<file path="config.mk">
export PLATFORM = sky130hd
export DESIGN_NAME = result_display
export DESIGN_NICKNAME = d
export VERILOG_FILES = /design/src/rtl/display_pkg.sv /design/src/rtl/bin2bcd_seq.sv /design/src/rtl/result_display.sv
export SDC_FILE = /design/constraint.sdc
export NUM_CORES = 1
export LEC_CHECK = 0
export ABC_AREA = 1
export BUFFER_PORTS_ARGS = -buffer_cell sky130_fd_sc_hd__buf_2
export CAP_MARGIN = 20
export CORE_MARGIN = 8
export CORE_UTILIZATION = 42
export CTS_CLUSTER_SIZE = 16
export DETAILED_ROUTE_END_ITERATION = 12
export PLACE_DENSITY = 0.65
export SYNTH_ARGS = -nofsm -noshare
export SYNTH_HDL_FRONTEND = slang
export SYNTH_SLANG_ARGS = --single-unit
</file>
<file path="constraint.sdc">
create_clock -name clk -period 2.5 [get_ports clk]
set_input_delay 0.125 -clock clk [delete_from_list [all_inputs] [get_ports clk]]
set_output_delay 0.125 -clock clk [all_outputs]
set_load 0.1 [all_outputs]
</file>
<file path="src/rtl/display_pkg.sv">
// Shared types and constants for the result display.
// Segment patterns are gfedcba, active-low.
package display_pkg;

  localparam int VAL_W = 11;
  localparam int MAG_W = VAL_W + 1;
  localparam int BCD_W = 16;

  localparam logic [6:0] SEG_0     = 7'b1000000;
  localparam logic [6:0] SEG_1     = 7'b1111001;
  localparam logic [6:0] SEG_2     = 7'b0100100;
  localparam logic [6:0] SEG_3     = 7'b0110000;
  localparam logic [6:0] SEG_4     = 7'b0011001;
  localparam logic [6:0] SEG_5     = 7'b0010010;
  localparam logic [6:0] SEG_6     = 7'b0000010;
  localparam logic [6:0] SEG_7     = 7'b1111000;
  localparam logic [6:0] SEG_8     = 7'b0000000;
  localparam logic [6:0] SEG_9     = 7'b0010000;
  localparam logic [6:0] SEG_MINUS = 7'b0111111;
  localparam logic [6:0] SEG_E     = 7'b0000110;
  localparam logic [6:0] SEG_R     = 7'b0101111;
  localparam logic [6:0] SEG_BLANK = 7'b1111111;

  typedef enum logic [1:0] {
    IDLE,
    LOAD,
    SHIFT,
    COMMIT
  } conv_state_t;

  function automatic logic [6:0] seg_digit(
    input logic [3:0] d
  );
    logic [6:0] s;
    case (d)
      4'd0:    s = SEG_0;
      4'd1:    s = SEG_1;
      4'd2:    s = SEG_2;
      4'd3:    s = SEG_3;
      4'd4:    s = SEG_4;
      4'd5:    s = SEG_5;
      4'd6:    s = SEG_6;
      4'd7:    s = SEG_7;
      4'd8:    s = SEG_8;
      4'd9:    s = SEG_9;
      default: s = SEG_BLANK;
    endcase
    return s;
  endfunction

endpackage

</file>
<file path="src/rtl/bin2bcd_seq.sv">
// Sequential double-dabble: one bit per cycle,
// result valid on bcd while done is high.
module bin2bcd_seq
  import display_pkg::*;
(
  input  logic             clk,
  input  logic             rst,
  input  logic             start,
  input  logic [MAG_W-1:0] bin,
  output logic             busy,
  output logic             load,
  output logic             done,
  output logic [BCD_W-1:0] bcd
);

  localparam logic [3:0] LAST = 4'(MAG_W - 1);

  conv_state_t      state;
  conv_state_t      state_nx;
  logic [MAG_W-1:0] mag;
  logic [BCD_W-1:0] acc;
  logic [BCD_W-1:0] acc_adj;
  logic [3:0]       cnt;

  always_comb begin
    acc_adj = acc;
    for (int i = 0; i < BCD_W / 4; i++) begin
      if (acc[4*i +: 4] >= 4'd5)
        acc_adj[4*i +: 4] = acc[4*i +: 4] + 4'd3;
    end
  end

  always_comb begin
    state_nx = state;
    unique case (state)
      IDLE:   if (start) state_nx = LOAD;
      LOAD:   state_nx = SHIFT;
      SHIFT:  if (cnt == LAST) state_nx = COMMIT;
      COMMIT: state_nx = IDLE;
      default: state_nx = IDLE;
    endcase
  end

  always_ff @(posedge clk) begin
    if (rst) begin
      state <= IDLE;
      mag   <= '0;
      acc   <= '0;
      cnt   <= '0;
    end else begin
      state <= state_nx;
      if (state == LOAD) begin
        mag <= bin;
        acc <= '0;
        cnt <= '0;
      end else if (state == SHIFT) begin
        {acc, mag} <= {acc_adj, mag} << 1;
        cnt        <= cnt + 4'd1;
      end
    end
  end

  assign busy = (state != IDLE);
  assign load = (state == LOAD);
  assign done = (state == COMMIT);
  assign bcd  = acc;

endmodule

</file>
<file path="src/rtl/result_display.sv">
// Signed result to four-digit multiplexed seven-segment
// display: change detect, digit mapping and refresh scan.
module result_display
  import display_pkg::*;
#(
  parameter int REFRESH_DIV = 50000
) (
  input  logic             clk,
  input  logic             rst,
  input  logic [VAL_W-1:0] data_in,
  input  logic             err,
  output logic [3:0]       an,
  output logic [6:0]       seg,
  output logic             dp,
  output logic             busy
);

  localparam int DIV_W =
    (REFRESH_DIV > 2) ? $clog2(REFRESH_DIV) : 1;
  localparam logic [DIV_W-1:0] DIV_LAST =
    DIV_W'(REFRESH_DIV - 1);

  logic             pending;
  logic             c_err;
  logic [VAL_W-1:0] c_val;
  logic             err_q;
  logic [VAL_W-1:0] val_q;
  logic [3:0][6:0]  disp;
  logic [3:0][6:0]  disp_nx;
  logic [DIV_W-1:0] div;
  logic [1:0]       idx;
  logic             wrap;

  logic             start;
  logic             load;
  logic             done;
  logic [MAG_W-1:0] ext;
  logic [MAG_W-1:0] mag_in;
  logic [BCD_W-1:0] bcd;

  assign start = pending
              || ({err, data_in} != {c_err, c_val});

  // 12 bits so that -1024 has a representable magnitude
  assign ext    = {data_in[VAL_W-1], data_in};
  assign mag_in = data_in[VAL_W-1] ? (~ext + 1'b1) : ext;

  bin2bcd_seq u_b2b (
    .clk   (clk),
    .rst   (rst),
    .start (start),
    .bin   (mag_in),
    .busy  (busy),
    .load  (load),
    .done  (done),
    .bcd   (bcd)
  );

  always_comb begin
    disp_nx = {4{SEG_BLANK}};
    if (err_q || (bcd[15:12] != 4'd0)) begin
      disp_nx[3] = SEG_E;
      disp_nx[2] = SEG_R;
      disp_nx[1] = SEG_R;
    end else begin
      if (val_q[VAL_W-1])
        disp_nx[3] = SEG_MINUS;
      if (bcd[11:8] != 4'd0)
        disp_nx[2] = seg_digit(bcd[11:8]);
      if (bcd[11:4] != 8'd0)
        disp_nx[1] = seg_digit(bcd[7:4]);
      disp_nx[0] = seg_digit(bcd[3:0]);
    end
  end

  always_ff @(posedge clk) begin
    if (rst) begin
      pending <= 1'b1;
      c_err   <= 1'b0;
      c_val   <= '0;
      err_q   <= 1'b0;
      val_q   <= '0;
      disp    <= {4{SEG_BLANK}};
    end else begin
      if (load) begin
        val_q <= data_in;
        err_q <= err;
      end
      if (done) begin
        disp    <= disp_nx;
        c_val   <= val_q;
        c_err   <= err_q;
        pending <= 1'b0;
      end
    end
  end

  assign wrap = (div == DIV_LAST);

  always_ff @(posedge clk) begin
    if (rst) begin
      div <= '0;
      idx <= '0;
      an  <= 4'b1111;
      seg <= SEG_BLANK;
    end else begin
      div <= wrap ? '0 : div + 1'b1;
      if (wrap)
        idx <= idx + 2'd1;
      an  <= ~(4'b0001 << idx);
      seg <= disp[idx];
    end
  end

  assign dp = 1'b1;

endmodule

</file>
== Yosys cells after proc, flatten, opt, wreduce, memory -nomap -nowiden ==
Memories as Yosys holds them, arrays and structs flattened. A register that Yosys moved wholly into a read port is not among the register bits.
Index checks and enable logic that the tools add are counted.

* Word-level logic and storage cells: 78
* Register bits after elaboration: 116
* Memories kept: 3
* Output and inout bits: 13
* ROM bits: 336

{| class="wikitable"
|+ Memory list
! memory !! depth !! width !! rd ports !! clocked after Yosys merged registers in !! write ports !! RTL line !! text
|-
| (name not given) || 16 || 7 || 1 || 1 || 0 || display_pkg.sv:35 || <nowiki>case (d)</nowiki>
|-
| (name not given) || 16 || 7 || 1 || 1 || 0 || display_pkg.sv:35 ||
|-
| (name not given) || 16 || 7 || 1 || 1 || 0 || display_pkg.sv:35 ||
|}

* Shifts and indexed selects: 1
* $add $sub $neg: 8
* Bitwise logic cells: 2
* $lt $le $gt $ge: 5
* Multiplexer cells: 23
* Reduce and logical (&&, ||, !) cells: 11
* Equality and inequality tests: 8

{| class="wikitable"
|+ Operator list
! cell !! count
|-
| $mux 12 || 3
|-
| $mux 4 || 9
|-
| $mux 7 || 5
|-
| $mux 21 || 1
|-
| $add 16x1->16 const B || 1
|-
| $eq 16x16->1 const B || 1
|-
| $ge 4x3->1 const B || 4
|-
| $bmux 7 s2 || 1
|-
| $add 12x1->12 const B || 1
|-
| $add 4x2->4 const B || 3
|-
| $ne 12x12->1 || 1
|-
| $not 12->12 || 1
|-
| $pmux 2 s4 || 1
|-
| $reduce_bool 4->1 || 2
|-
| $reduce_bool 8->1 || 1
|-
| $add 4x1->4 const B || 1
|-
| $eq 2x2->1 const B || 2
|-
| $eq 4x4->1 const B || 1
|-
| $mux 2 || 2
|-
| $not 4->4 || 1
|-
| $reduce_bool 2->1 || 2
|-
| $reduce_or 2->1 || 2
|-
| $shl 1x2->4 const A || 1
|-
| $add 3x2->3 const B || 1
|-
| other kinds (9) || 10
|}

== Depth between registers and ports, before layout ==
* Depth in word-level cells: 4
* Mapped depth: 16
* Depth with buffers taken out: 16

== Hierarchy ==
From an unflattened synthesis, not the netlist that was laid out.

* Cells, all modules: 835
* Area total of the unflattened synthesis: 5850.6 µm²

{| class="wikitable"
|+ By module, submodules not included
! module !! area each (µm²) !! times used !! cells an instance
|-
| result_display || 3946.3 || 1 || 559
|-
| bin2bcd_seq || 1904.3 || 1 || 276
|}

== Least setup slack after synthesis ==
Ideal clock, no wire load.

* Path kind: reg2reg
* Start point: reg u_b2b.state[1]
* End point: reg with a tool-made name
* Data arrival time: 1.844 ns
* Setup time: 0.121 ns
* Slack: 0.534 ns
* Period minus slack after synthesis: 1.966 ns
* Cell stages (with the launch flop): 12
* Cell sequence: dfxtp_1 inv_1 ha_1 buf_6 nor2_8 buf_2 nand2_1 ha_1 inv_1 nand4_1 nand3_1 nand2_1

{| class="wikitable"
|+ RTL lines
! element !! RTL line !! text
|-
| start, declared || bin2bcd_seq.sv:18 || <nowiki>conv_state_t state;</nowiki>
|-
| start signal, assigned || bin2bcd_seq.sv:51 || <nowiki>state <= state_nx;</nowiki>
|}

==> flow_summary.toml <==
[run_status]
status = "completed"

[placement]
place_area_um2 = 6680
hpwl_um = 9560
gp_congestion = 0.834
place_ws_ns = 0.314
io_buffers = 25

[detailed_routing]
drc = 0
wirelength_um = 13500
routed_via_density = 4.98
vias = 5395
first_pass_iters = 5
drt_iter0_markers = 259
postRouteAntennaNets = 0
wl_per_cell_um = 12.5

[power]
p_clk_share_pct = 36.3
switching_power_uw = 2620
switching_share_pct = 34.5
p_int_uw = 4960
power_density_nw_per_um2 = 1030
power_frac_comb_pct = 28.3
ir_worst_vdd_v = 0.000525
p_seq_share_pct = 35.4
p_leak_uw = 0.00331
p_total_uw = 7580

[synth]
synth_top_cell_by_area = "dfxtp_1"
ys_types = 48
synth_nets = 907
synth-seq-cells = 132
synth_warnings = 0
synth_top_area_share_pct = 41.1
avgSynthCellArea_um2 = 7.50
ys.flop_type = "dfxtp_1"
synthCells = 857
syn-cell-area_um2 = 6420
synth-edff-count = 0
synth_area_leaders = "dfxtp_1 (41%), nand2_1 (12%), ha_1 (7.0%)"
ys_seq_area_share_pct = 41.1
async_reset_ff_share_pct = 0

[timing]
tightestPinTransition_ns = 0.504
finalCritPeriodShare_pct = 88.0
max_freq_mhz = 455
fin_ws_ns = 0.300
final_max_slew_viol_count = 0
skew_ns = 0.00565
hold_viol_final = 0
slew_headroom_pct = 66.3
finalSetupViolCount = 0
post-route-min-period_ns = 2.20
rsz0062_at_grt = "false"
setup_tns_ns = 0
holdWs_ns = 0.0296

[global_routing]
antenna_found_initial = 0
gr-total-overflow = 0
globalRouteTotalUtil_pct = 14.8
grt_pass1_vias = 5247
grt_max_degree = 47
grt_pass1_wl_um = 24000

[die]
start_util_pct = 42.6
num_rows = 45
core_area_um2 = 15100
fp.dieW_um = 140
io_pins = 27
fp.dieArea_um2 = 19500
die_y_um = 140

[setup_path]
worst-endpoint-arrival_ns = 2.50
rr_startpoint = "u_b2b.state[0]"
slowest_delay_ns = 0.44
crit_required_ns = 2.80
crit_slowest_cell = "ha_1"
crit_path_frequent_cell = "inv_1"
r2r_cells = 12
startpoint = "u_b2b.state[0]"
crit_path_cell_trace = "inv_1, ha_1, inv_4, nand2_1, nand2_2, a21oi_2, inv_1, ha_1, inv_1, nand4_1, nand3_1, nand2_1"
endpoint_kind = "flip-flop"
cp_max_fo = 15
crit_type = "flip-flop to flip-flop"
ff2ff_setup_slack_ns = 0.30
startpoint_type = "flip-flop"

[finish]
areaGrowthSynthToFinish_pct = 14.9
fin_area_um2 = 7380
regArea_um2 = 2640
drive_gt1_share_pct = 14.0
fillers = 1500
multi_input_area_um2 = 3170
n_antenna_cell = 0
nets = 933

[clocking]
clkTransAtPathRegs_ns = 0.06
clockBufferDepth = 2
insertion_delay_ns = 0.42
cts_buffers = 17
htree_levels = 4
cts_root_buf = "clkbuf_16"
clock_sinks = 132
tritoncts = "yes"

[min_path]
min_path_cells = 3
min_path_type = "input port to flip-flop"

[run]
cap_viol_max_count = 0
## worst max-delay path, delay by kind of cell (launching register included)
kind	cells	cell delay, ns
adders and majority gates	2	0.66
buffers and inverters	4	0.45
and+or+nand+nor	5	0.40
DFF	1	0.32
AOI/OAI and AO/OA	1	0.23
## cells in the mapped netlist, types with 14 or more instances
library cell and n:
nand2_1 209, dfxtp_1 132, inv_1 99, nand3_1 52
nor2_1 52, a21oi_1 49, o21ai_0 49, ha_1 36
o22ai_1 22, nand4_1 16, clkbuf_1 15, nor3_1 14
## what timing repair did
item                                   in CTS  in global routing
endpoints found under the hold margin       5                  0
resized for setup                           0                  0
setup buffers                               0                  0
hold buffers                                4                  0
## worst min path at each step
| stage | end | start |
|---|---|---|
| finish | val_q[5] | data_in[5] |
| global route | val_q[5] | data_in[5] |
| CTS | val_q[5] | data_in[5] |
| detailed placement | val_q[1] | data_in[1] |
| global placement | val_q[1] | data_in[1] |
| floorplan | val_q[1] | data_in[1] |
## cell families after synthesis
| group | count (synthesis) | share of synthesized area [%] |
|---|---|---|
| AOI/OAI and AO/OA | 151 | 13.7 |
| xor gates and xnor gates | 7 | 0.954 |
| adders and majority gates | 36 | 7.01 |
| buffers and inverters | 145 | 9.48 |
| DFF | 132 | 41.1 |
| other | 1 | 0.0584 |
| and+or+nand+nor | 385 | 27.7 |
## cell usage in the layout, fill, tap and decap left out, types with 17 or more instances in the layout
master     Yosys  layout
nand2_1      209     209
dfxtp_1      132     132
inv_1         99      99
nor2_1        52      52
nand3_1       52      52
o21ai_0       49      49
a21oi_1       49      49
ha_1          36      36
buf_2          5      25
o22ai_1       22      22
clkbuf_16      0      17
## cell type report
cell class	instances	area share, %
multi-input cells	580	43.0
flip-flops and latches	132	35.8
inverters	115	5.99
clock buffers	18	5.95
well taps	188	3.19
repair buffers	37	3.05
clock inverters	14	3.02
## through the flow
step / utilization (%) / cells
after global routing: 48.9 / 1084
after global placement: 44.3 / 1048
after detailed placement: 44.3 / 1048
final: 48.9 / 1084
after CTS: 48.9 / 1084
after floorplan: - / 857
## power groups by stage
stage	logic (µW)	clock network, µW	registers, µW
2_1_floorplan	1670	0	2750
5_1_grt	2460	2910	2740
4_1_cts	2160	2810	2690
6_report	2140	2750	2690
3_5_place_dp	2140	0	2730
3_3_place_gp	2120	0	2720
## routing by layer
| metal | vias to the layer above | share of wire [%] | global-route usage [%] |
|---|---|---|---|
| li1 | 2848 | - | - |
| met1 | 2466 | 48 | 17.9 |
| met2 | 65 | 47 | 24.6 |
| met3 | 16 | 3.4 | 4.07 |
| met4 | 0 | 1.6 | 5.43 |
| met5 | - | 0 | 0 |
Power figures use the tool's default switching activity.
